File: src/rtl/i2c_pkg.sv
// Shared I2C definitions: target FSM states, bus field widths and a small
// address-compare helper used by the target core and bus models.
package i2c_pkg;

  localparam int I2C_ADDR_W = 7;
  localparam int I2C_BYTE_W = 8;

  typedef enum logic [2:0] {
    ST_IDLE,
    ST_ADDR,
    ST_ADDR_ACK,
    ST_WR_BYTE,
    ST_WR_ACK,
    ST_RD_BYTE,
    ST_RD_ACK,
    ST_WAIT_STOP
  } i2c_state_t;

  // Address byte is {addr[6:0], rw}; only the upper seven bits identify the target.
  function automatic logic addr_match(input logic [I2C_BYTE_W-1:0] addr_byte,
                                      input logic [I2C_ADDR_W-1:0] own_addr);
    return addr_byte[I2C_BYTE_W-1:1] == own_addr;
  endfunction

endpackage

File: src/rtl/i2c_slave_core_if.sv
// Pin and user-side signals of the I2C target, bundled for port connection.
interface i2c_slave_core_if;
  import i2c_pkg::*;

  logic                  scl_i;
  logic                  sda_i;
  logic                  sda_oe;
  logic                  rx_valid;
  logic [I2C_BYTE_W-1:0] rx_data;
  logic                  tx_req;
  logic [I2C_BYTE_W-1:0] tx_data;
  logic                  busy;
  logic                  rw;

  modport slave (
    input  scl_i, sda_i, tx_data,
    output sda_oe, rx_valid, rx_data, tx_req, busy, rw
  );

  modport master (
    output scl_i, sda_i, tx_data,
    input  sda_oe, rx_valid, rx_data, tx_req, busy, rw
  );

endinterface

File: src/rtl/i2c_in_filter.sv
// Two-flop synchronizer followed by a stability filter: the output only
// follows the synchronized input once it has differed for FILT samples.
module i2c_in_filter #(
  parameter int FILT = 3
) (
  input  logic clk,
  input  logic rst_n,
  input  logic din,
  output logic dout
);

  localparam int CNT_W = (FILT > 1) ? $clog2(FILT) : 1;

  logic [1:0]       sync;
  logic [CNT_W-1:0] cnt;

  // Bring the asynchronous pin into the clk domain; idle bus level is high.
  always_ff @(posedge clk or negedge rst_n) begin
    if (!rst_n) sync <= 2'b11;
    else        sync <= {sync[0], din};
  end

  // Accept a new level only after FILT consecutive samples disagree with the output.
  always_ff @(posedge clk or negedge rst_n) begin
    if (!rst_n) begin
      dout <= 1'b1;
      cnt  <= '0;
    end else if (sync[1] == dout) begin
      cnt <= '0;
    end else if (cnt == CNT_W'(FILT - 1)) begin
      dout <= sync[1];
      cnt  <= '0;
    end else begin
      cnt <= cnt + 1'b1;
    end
  end

endmodule

File: src/rtl/i2c_slave_core.sv
// I2C target core: filters SCL/SDA, detects START/STOP, matches a 7-bit
// address, ACKs, and turns bus bytes into rx_valid / tx_req strobes.
module i2c_slave_core
  import i2c_pkg::*;
#(
  parameter logic [I2C_ADDR_W-1:0] ADDR = 7'h2a,
  parameter int                    FILT = 3
) (
  input logic              clk,
  input logic              rst_n,
  i2c_slave_core_if.slave  bus
);

  logic scl_f, sda_f;
  logic scl_d, sda_d;

  logic scl_rise, scl_fall, start_evt, stop_evt;

  i2c_state_t            state;
  logic [2:0]            bit_cnt;
  logic [I2C_BYTE_W-1:0] shreg;
  logic [I2C_BYTE_W-1:0] shifted;

  logic                  sda_oe;
  logic                  rx_valid;
  logic [I2C_BYTE_W-1:0] rx_data;
  logic                  tx_req;
  logic                  busy;
  logic                  rw;

  i2c_in_filter #(.FILT(FILT)) u_scl_filt (
    .clk  (clk),
    .rst_n(rst_n),
    .din  (bus.scl_i),
    .dout (scl_f)
  );

  i2c_in_filter #(.FILT(FILT)) u_sda_filt (
    .clk  (clk),
    .rst_n(rst_n),
    .din  (bus.sda_i),
    .dout (sda_f)
  );

  // Previous filtered levels for edge and START/STOP detection.
  always_ff @(posedge clk or negedge rst_n) begin
    if (!rst_n) begin
      scl_d <= 1'b1;
      sda_d <= 1'b1;
    end else begin
      scl_d <= scl_f;
      sda_d <= sda_f;
    end
  end

  // SCL must be high in both samples so an SDA move right at an SCL edge
  // is never mistaken for START/STOP.
  assign scl_rise  =  scl_f & ~scl_d;
  assign scl_fall  = ~scl_f &  scl_d;
  assign start_evt =  scl_f &  scl_d &  sda_d & ~sda_f;
  assign stop_evt  =  scl_f &  scl_d & ~sda_d &  sda_f;

  assign shifted = {shreg[I2C_BYTE_W-2:0], sda_f};

  // Protocol FSM with registered outputs; START/STOP override bit events.
  always_ff @(posedge clk or negedge rst_n) begin
    if (!rst_n) begin
      state    <= ST_IDLE;
      bit_cnt  <= '0;
      shreg    <= '0;
      sda_oe   <= 1'b0;
      rx_valid <= 1'b0;
      rx_data  <= '0;
      tx_req   <= 1'b0;
      busy     <= 1'b0;
      rw       <= 1'b0;
    end else begin
      rx_valid <= 1'b0;
      tx_req   <= 1'b0;
      if (start_evt) begin
        state   <= ST_ADDR;
        bit_cnt <= '0;
        sda_oe  <= 1'b0;
        busy    <= 1'b0;
      end else if (stop_evt) begin
        state   <= ST_IDLE;
        bit_cnt <= '0;
        sda_oe  <= 1'b0;
        busy    <= 1'b0;
      end else begin
        unique case (state)
          ST_ADDR: begin
            if (scl_rise) begin
              shreg   <= shifted;
              bit_cnt <= bit_cnt + 1'b1;
              if (bit_cnt == 3'd7) begin
                if (addr_match(shifted, ADDR)) begin
                  rw    <= sda_f;
                  busy  <= 1'b1;
                  state <= ST_ADDR_ACK;
                end else begin
                  state <= ST_WAIT_STOP;
                end
              end
            end
          end
          // sda_oe doubles as the phase flag: first fall starts the ACK,
          // second fall ends the ACK clock.
          ST_ADDR_ACK: begin
            if (scl_fall) begin
              if (!sda_oe) begin
                sda_oe <= 1'b1;
              end else if (rw) begin
                tx_req  <= 1'b1;
                shreg   <= bus.tx_data;
                sda_oe  <= ~bus.tx_data[I2C_BYTE_W-1];
                bit_cnt <= '0;
                state   <= ST_RD_BYTE;
              end else begin
                sda_oe  <= 1'b0;
                bit_cnt <= '0;
                state   <= ST_WR_BYTE;
              end
            end
          end
          ST_WR_BYTE: begin
            if (scl_rise) begin
              shreg   <= shifted;
              bit_cnt <= bit_cnt + 1'b1;
              if (bit_cnt == 3'd7) begin
                rx_data  <= shifted;
                rx_valid <= 1'b1;
                state    <= ST_WR_ACK;
              end
            end
          end
          ST_WR_ACK: begin
            if (scl_fall) begin
              if (!sda_oe) begin
                sda_oe <= 1'b1;
              end else begin
                sda_oe <= 1'b0;
                state  <= ST_WR_BYTE;
              end
            end
          end
          // shreg[7] is already on the bus; each fall presents the next bit.
          ST_RD_BYTE: begin
            if (scl_fall) begin
              if (bit_cnt == 3'd7) begin
                sda_oe  <= 1'b0;
                bit_cnt <= '0;
                state   <= ST_RD_ACK;
              end else begin
                sda_oe  <= ~shreg[I2C_BYTE_W-2];
                shreg   <= {shreg[I2C_BYTE_W-2:0], 1'b0};
                bit_cnt <= bit_cnt + 1'b1;
              end
            end
          end
          // bit_cnt==1 records that the master ACKed on the 9th rise.
          ST_RD_ACK: begin
            if (scl_rise) begin
              if (sda_f) state   <= ST_WAIT_STOP;
              else       bit_cnt <= 3'd1;
            end else if (scl_fall && bit_cnt == 3'd1) begin
              tx_req  <= 1'b1;
              shreg   <= bus.tx_data;
              sda_oe  <= ~bus.tx_data[I2C_BYTE_W-1];
              bit_cnt <= '0;
              state   <= ST_RD_BYTE;
            end
          end
          default: begin
          end
        endcase
      end
    end
  end

  assign bus.sda_oe   = sda_oe;
  assign bus.rx_valid = rx_valid;
  assign bus.rx_data  = rx_data;
  assign bus.tx_req   = tx_req;
  assign bus.busy     = busy;
  assign bus.rw       = rw;

endmodule

File: src/flat_wrapper.sv
// flat-port wrapper written by rule: the top's interface ports become plain ports
module i2c_slave_core_flat import i2c_pkg::*;
#(
  parameter logic [I2C_ADDR_W-1:0] ADDR = 7'h2a,
  parameter int                    FILT = 3
)
  (clk, rst_n, bus_scl_i, bus_sda_i, bus_tx_data, bus_sda_oe, bus_rx_valid, bus_rx_data, bus_tx_req, bus_busy, bus_rw);
  i2c_slave_core_if bus_i ();
  input logic clk;
  input logic rst_n;
  input wire logic [$bits(bus_i.scl_i)-1:0] bus_scl_i;
  input wire logic [$bits(bus_i.sda_i)-1:0] bus_sda_i;
  input wire logic [$bits(bus_i.tx_data)-1:0] bus_tx_data;
  output wire logic [$bits(bus_i.sda_oe)-1:0] bus_sda_oe;
  output wire logic [$bits(bus_i.rx_valid)-1:0] bus_rx_valid;
  output wire logic [$bits(bus_i.rx_data)-1:0] bus_rx_data;
  output wire logic [$bits(bus_i.tx_req)-1:0] bus_tx_req;
  output wire logic [$bits(bus_i.busy)-1:0] bus_busy;
  output wire logic [$bits(bus_i.rw)-1:0] bus_rw;
  assign bus_i.scl_i = bus_scl_i;
  assign bus_i.sda_i = bus_sda_i;
  assign bus_i.tx_data = bus_tx_data;
  assign bus_sda_oe = bus_i.sda_oe;
  assign bus_rx_valid = bus_i.rx_valid;
  assign bus_rx_data = bus_i.rx_data;
  assign bus_tx_req = bus_i.tx_req;
  assign bus_busy = bus_i.busy;
  assign bus_rw = bus_i.rw;
  i2c_slave_core #(.ADDR(ADDR), .FILT(FILT)) u_core (.clk(clk), .rst_n(rst_n), .bus(bus_i));
endmodule
File: config.mk
export PLATFORM = sky130hd
export DESIGN_NAME = i2c_slave_core_flat
export DESIGN_NICKNAME = d
export VERILOG_FILES = /design/src/rtl/i2c_pkg.sv /design/src/rtl/i2c_slave_core_if.sv /design/src/rtl/i2c_in_filter.sv /design/src/rtl/i2c_slave_core.sv /design/src/flat_wrapper.sv
export SDC_FILE = /design/constraint.sdc
export NUM_CORES = 1
export LEC_CHECK = 0
export CAP_MARGIN = 20
export CORE_ASPECT_RATIO = 1.1
export CORE_UTILIZATION = 45
export CTS_CLUSTER_DIAMETER = 30
export DETAILED_ROUTE_END_ITERATION = 6
export GPL_TIMING_DRIVEN = 1
export PLACE_DENSITY = 0.66
export SKIP_LAST_GASP = 1
export SYNTH_ARGS = -nofsm -noshare
export SYNTH_HDL_FRONTEND = slang
export SYNTH_SLANG_ARGS = --single-unit
File: constraint.sdc
create_clock -name clk -period 2.2 [get_ports clk]
set_clock_uncertainty 0.15 [all_clocks]
set_input_delay 0.33 -clock clk [delete_from_list [all_inputs] [get_ports clk]]
set_output_delay 0.33 -clock clk [all_outputs]
set_load 0.01 [all_outputs]
==> qor.yml <==
run_status:
  status: "finished with violations"
  violations: "hold timing"
floorplan:
  num_rows: 25
  fp.dieH_microns: 72.6
  fp.dieW_microns: 66.2
  core-area_sq_um: 4320
  dieArea_sq_um: 4810
  initial_core_util_pct: 47.2
  io_pins: 25
synthesis:
  syn-num-nets: 198
  postSynthAreaPerCell_sq_um: 11.1
  synth_edf_count: 0
  async_reset_ff_share_pct: 100
  ys_seq_area_share_pct: 47.1
  ys.flop_type: "dfrtp_1"
  synth-seq-cells: 38
  yosys_warnings: 0
  synthCells: 183
  synth_cell_types: 49
  netlist_area_sq_um: 2040
clocking:
  cts.sinks: 38
  numCtsBuffers: 5
  root_buffer: "clkbuf_8"
  path_clk_slew_ns: 0.08
  cts_tree: "built"
  insertion_delay_ns: 0.29
  cts-hold-fix-buffers: 0
  clk_path_buf_depth: 2
  htree_num_levels: 2
timing:
  whs_ns: -0.0233
  rsz0062_at_grt: "yes"
  fin_crit_sh_pct: 97.6
  hold_viol_final: 30
  tns_ns: 0
  slew_viol_final: 0
  max_freq_mhz: 466
  period_needed_ns: 2.15
  relSlewSlack_pct: 44.9
  worst_pin_slew_ns: 0.826
  setup_violations: 0
global_route:
  track_usage_pct: 21.1
  antenna_found_initial: 0
  grt_pass1_vias: 1626
  grt_use_met2_pct: 37.1
  top_usage_layer: "met2"
  grt-ovfl-total: 0
  use_met1_pct: 24.1
  grt_max_degree: 39
  grt_pass1_wl_microns: 7470
  met3_usage_pct: 5.31
power_and_ir_drop:
  p_per_area_nw_per_um2: 1290
  leakage_nw: 1.12
  irDropWorstVdd_v: 0.000574
final_layout:
  stdcell_area_sq_um: 2520
  final_common_cell: "dfrtp_1"
  area_growth_pct: 23.4
  nFillCells: 387
  fin_nets: 236
  final_cell_mix: "30 x dfrtp_1, 26 x mux2_2, 23 x clkdlybuf4s50_1"
  diodes: 0
  drive_above_1_share_pct: 32.0
route:
  drc: 0
  routedWlPerCell_microns: 16.5
  dr_total_vias: 1574
  wl_microns: 4550
  ant_nets: 0
  drtIter0Drc: 75
  drt-pass1-iter-count: 4
  avgViaCountPerCell: 5.70
critical_path:
  arrival_ns: 2.18
  critPathLaunchType: "flip-flop"
  endpoint_kind: "flip-flop"
  cp.required_ns: 2.23
  crit_type: "reg -> reg"
  path_max_fanout: 7
place:
  portBuffers: 24
  dp_hpwl_microns: 3240
  place_area_sq_um: 2410
  place_congestion: 0.816
run:
  cap_viol_max_count: 0
min_path:
  hold_class: "in -> async"
==> Yosys cell counts (3+ instances only) <==
cell | instances | share of area (%)
a21o_1 | 3 | 1.1
a21oi_1 | 6 | 1.5
a31oi_1 | 4 | 1.2
buf_2 | 5 | 1.2
dfrtp_1 | 30 | 37
dfstp_2 | 8 | 10
ha_1 | 3 | 1.8
inv_1 | 8 | 1.5
mux2_2 | 26 | 14
nand2_1 | 10 | 1.8
nand2b_1 | 4 | 1.2
nand3_1 | 3 | 0.74
nor2_1 | 9 | 1.7
nor2b_1 | 5 | 1.5
nor3_1 | 4 | 0.98
nor3b_1 | 3 | 1.1
o21ai_0 | 7 | 1.7
==> stage by stage <==
| stage | power, W | setup slack [ns] | util (%) | instances | hold WS (ns) |
|---|---|---|---|---|---|
| global route | 0.00349 | -0.0101 | 58.3 | 276 | 0.0491 |
| global placement | 0.00270 | 0.0961 | 55.8 | 267 | 0.195 |
| finish | 0.00326 | 0.0534 | 58.3 | 276 | -0.0233 |
| detailed placement | 0.00273 | 0.0171 | 55.8 | 267 | 0.198 |
| CTS | 0.00325 | 0.00830 | 58.0 | 275 | 0.00679 |
| floorplan | 0.00228 | 0.158 | - | 183 | -0.116 |
==> per-layer routing <==
metal / share of wire, % / vias to the layer above
met4: 2.0 / 0
met1: 44 / 784
met5: 0 / -
met2: 50 / 46
met3: 4.6 / 11
li1: - / 733
==> logic make-up after synthesis <==
| logic type | after synthesis | share of synthesized area (%) |
|---|---|---|
| XOR/XNOR | 3 | 1.66 |
| adder cells (fa/ha/maj) | 3 | 1.84 |
| AO/OA/AOI/OAI | 38 | 13.2 |
| multiplexers | 30 | 16.8 |
| buffers and inverters | 18 | 4.72 |
| AND/OR/NAND/NOR | 53 | 14.7 |
| flip-flops | 38 | 47.1 |
==> where the power goes <==
part / internal [W] / switching [W]
clock: 0.000252 / 0.000250
combinational: 0.000830 / 0.000756
sequential: 0.000924 / 0.000246
==> worst paths after layout <==
path / start / slack, ns / endpoint / cells past startpoint
setup / recovery: u_core.bit_cnt[0] / 0.05 / u_core.shreg[3] / 7
hold / removal: rst_n / -0.02 / u_core.bus.tx_req / 1
setup reg to reg: u_core.bit_cnt[0] / 0.05 / u_core.shreg[3] / 7
hold reg to reg: u_core.u_scl_filt.sync[0] / 0.21 / u_core.u_scl_filt.sync[1] / 0
max in group asynchronous: rst_n / 1.40 / u_core.bus.rx_data[7] / 1
min in group clk: u_core.u_scl_filt.sync[0] / 0.21 / u_core.u_scl_filt.sync[1] / 0
==> state kept, by name (all words and copies together) (netlist names) <==
register                count
u_core.sda_d                1
u_core.bus.busy             1
u_core.u_scl_filt.cnt       2
u_core.bus.rx_valid         1
u_core.bit_cnt              3
u_core.bus.sda_oe           1
u_core.u_sda_filt.dout      1
u_core.u_sda_filt.cnt       2
u_core.u_scl_filt.dout      1
u_core.u_sda_filt.sync      2
u_core.scl_d                1
u_core.bus.tx_req           1
u_core.shreg                7
u_core.bus.rx_data          8
u_core.bus.rw               1
u_core.u_scl_filt.sync      2
u_core.state                3
==> timing repair <==
| action | in CTS | in global routing |
|---|---|---|
| setup buffers | 0 | 1 |
| endpoints found under the setup margin | 0 | 12 |
| resized for setup | 0 | 2 |
==> area by class of cell <==
| class | count | area (sq um) | area share, % |
|---|---|---|---|
| Clock buffer | 6 | 82.6 | 3.28 |
| Timing Repair Buffer | 41 | 375 | 14.9 |
| Sequential cell | 38 | 961 | 38.2 |
| Tap cell | 54 | 67.6 | 2.69 |
| Inverter | 8 | 30.0 | 1.19 |
| Multi-Input combinational cell | 127 | 987 | 39.2 |
| Clock inverter | 2 | 12.5 | 0.497 |
==> worst max-delay path: stages, from the launching register on <==
cell and delay, ns:
dfrtp_1 0.42, ha_1 0.22, ha_1 0.27, a221o_1 0.34, o21ai_1 0.13, o21ai_2 0.07
buf_4 0.17, mux2_2 0.27
Power figures use the tool's default switching activity.
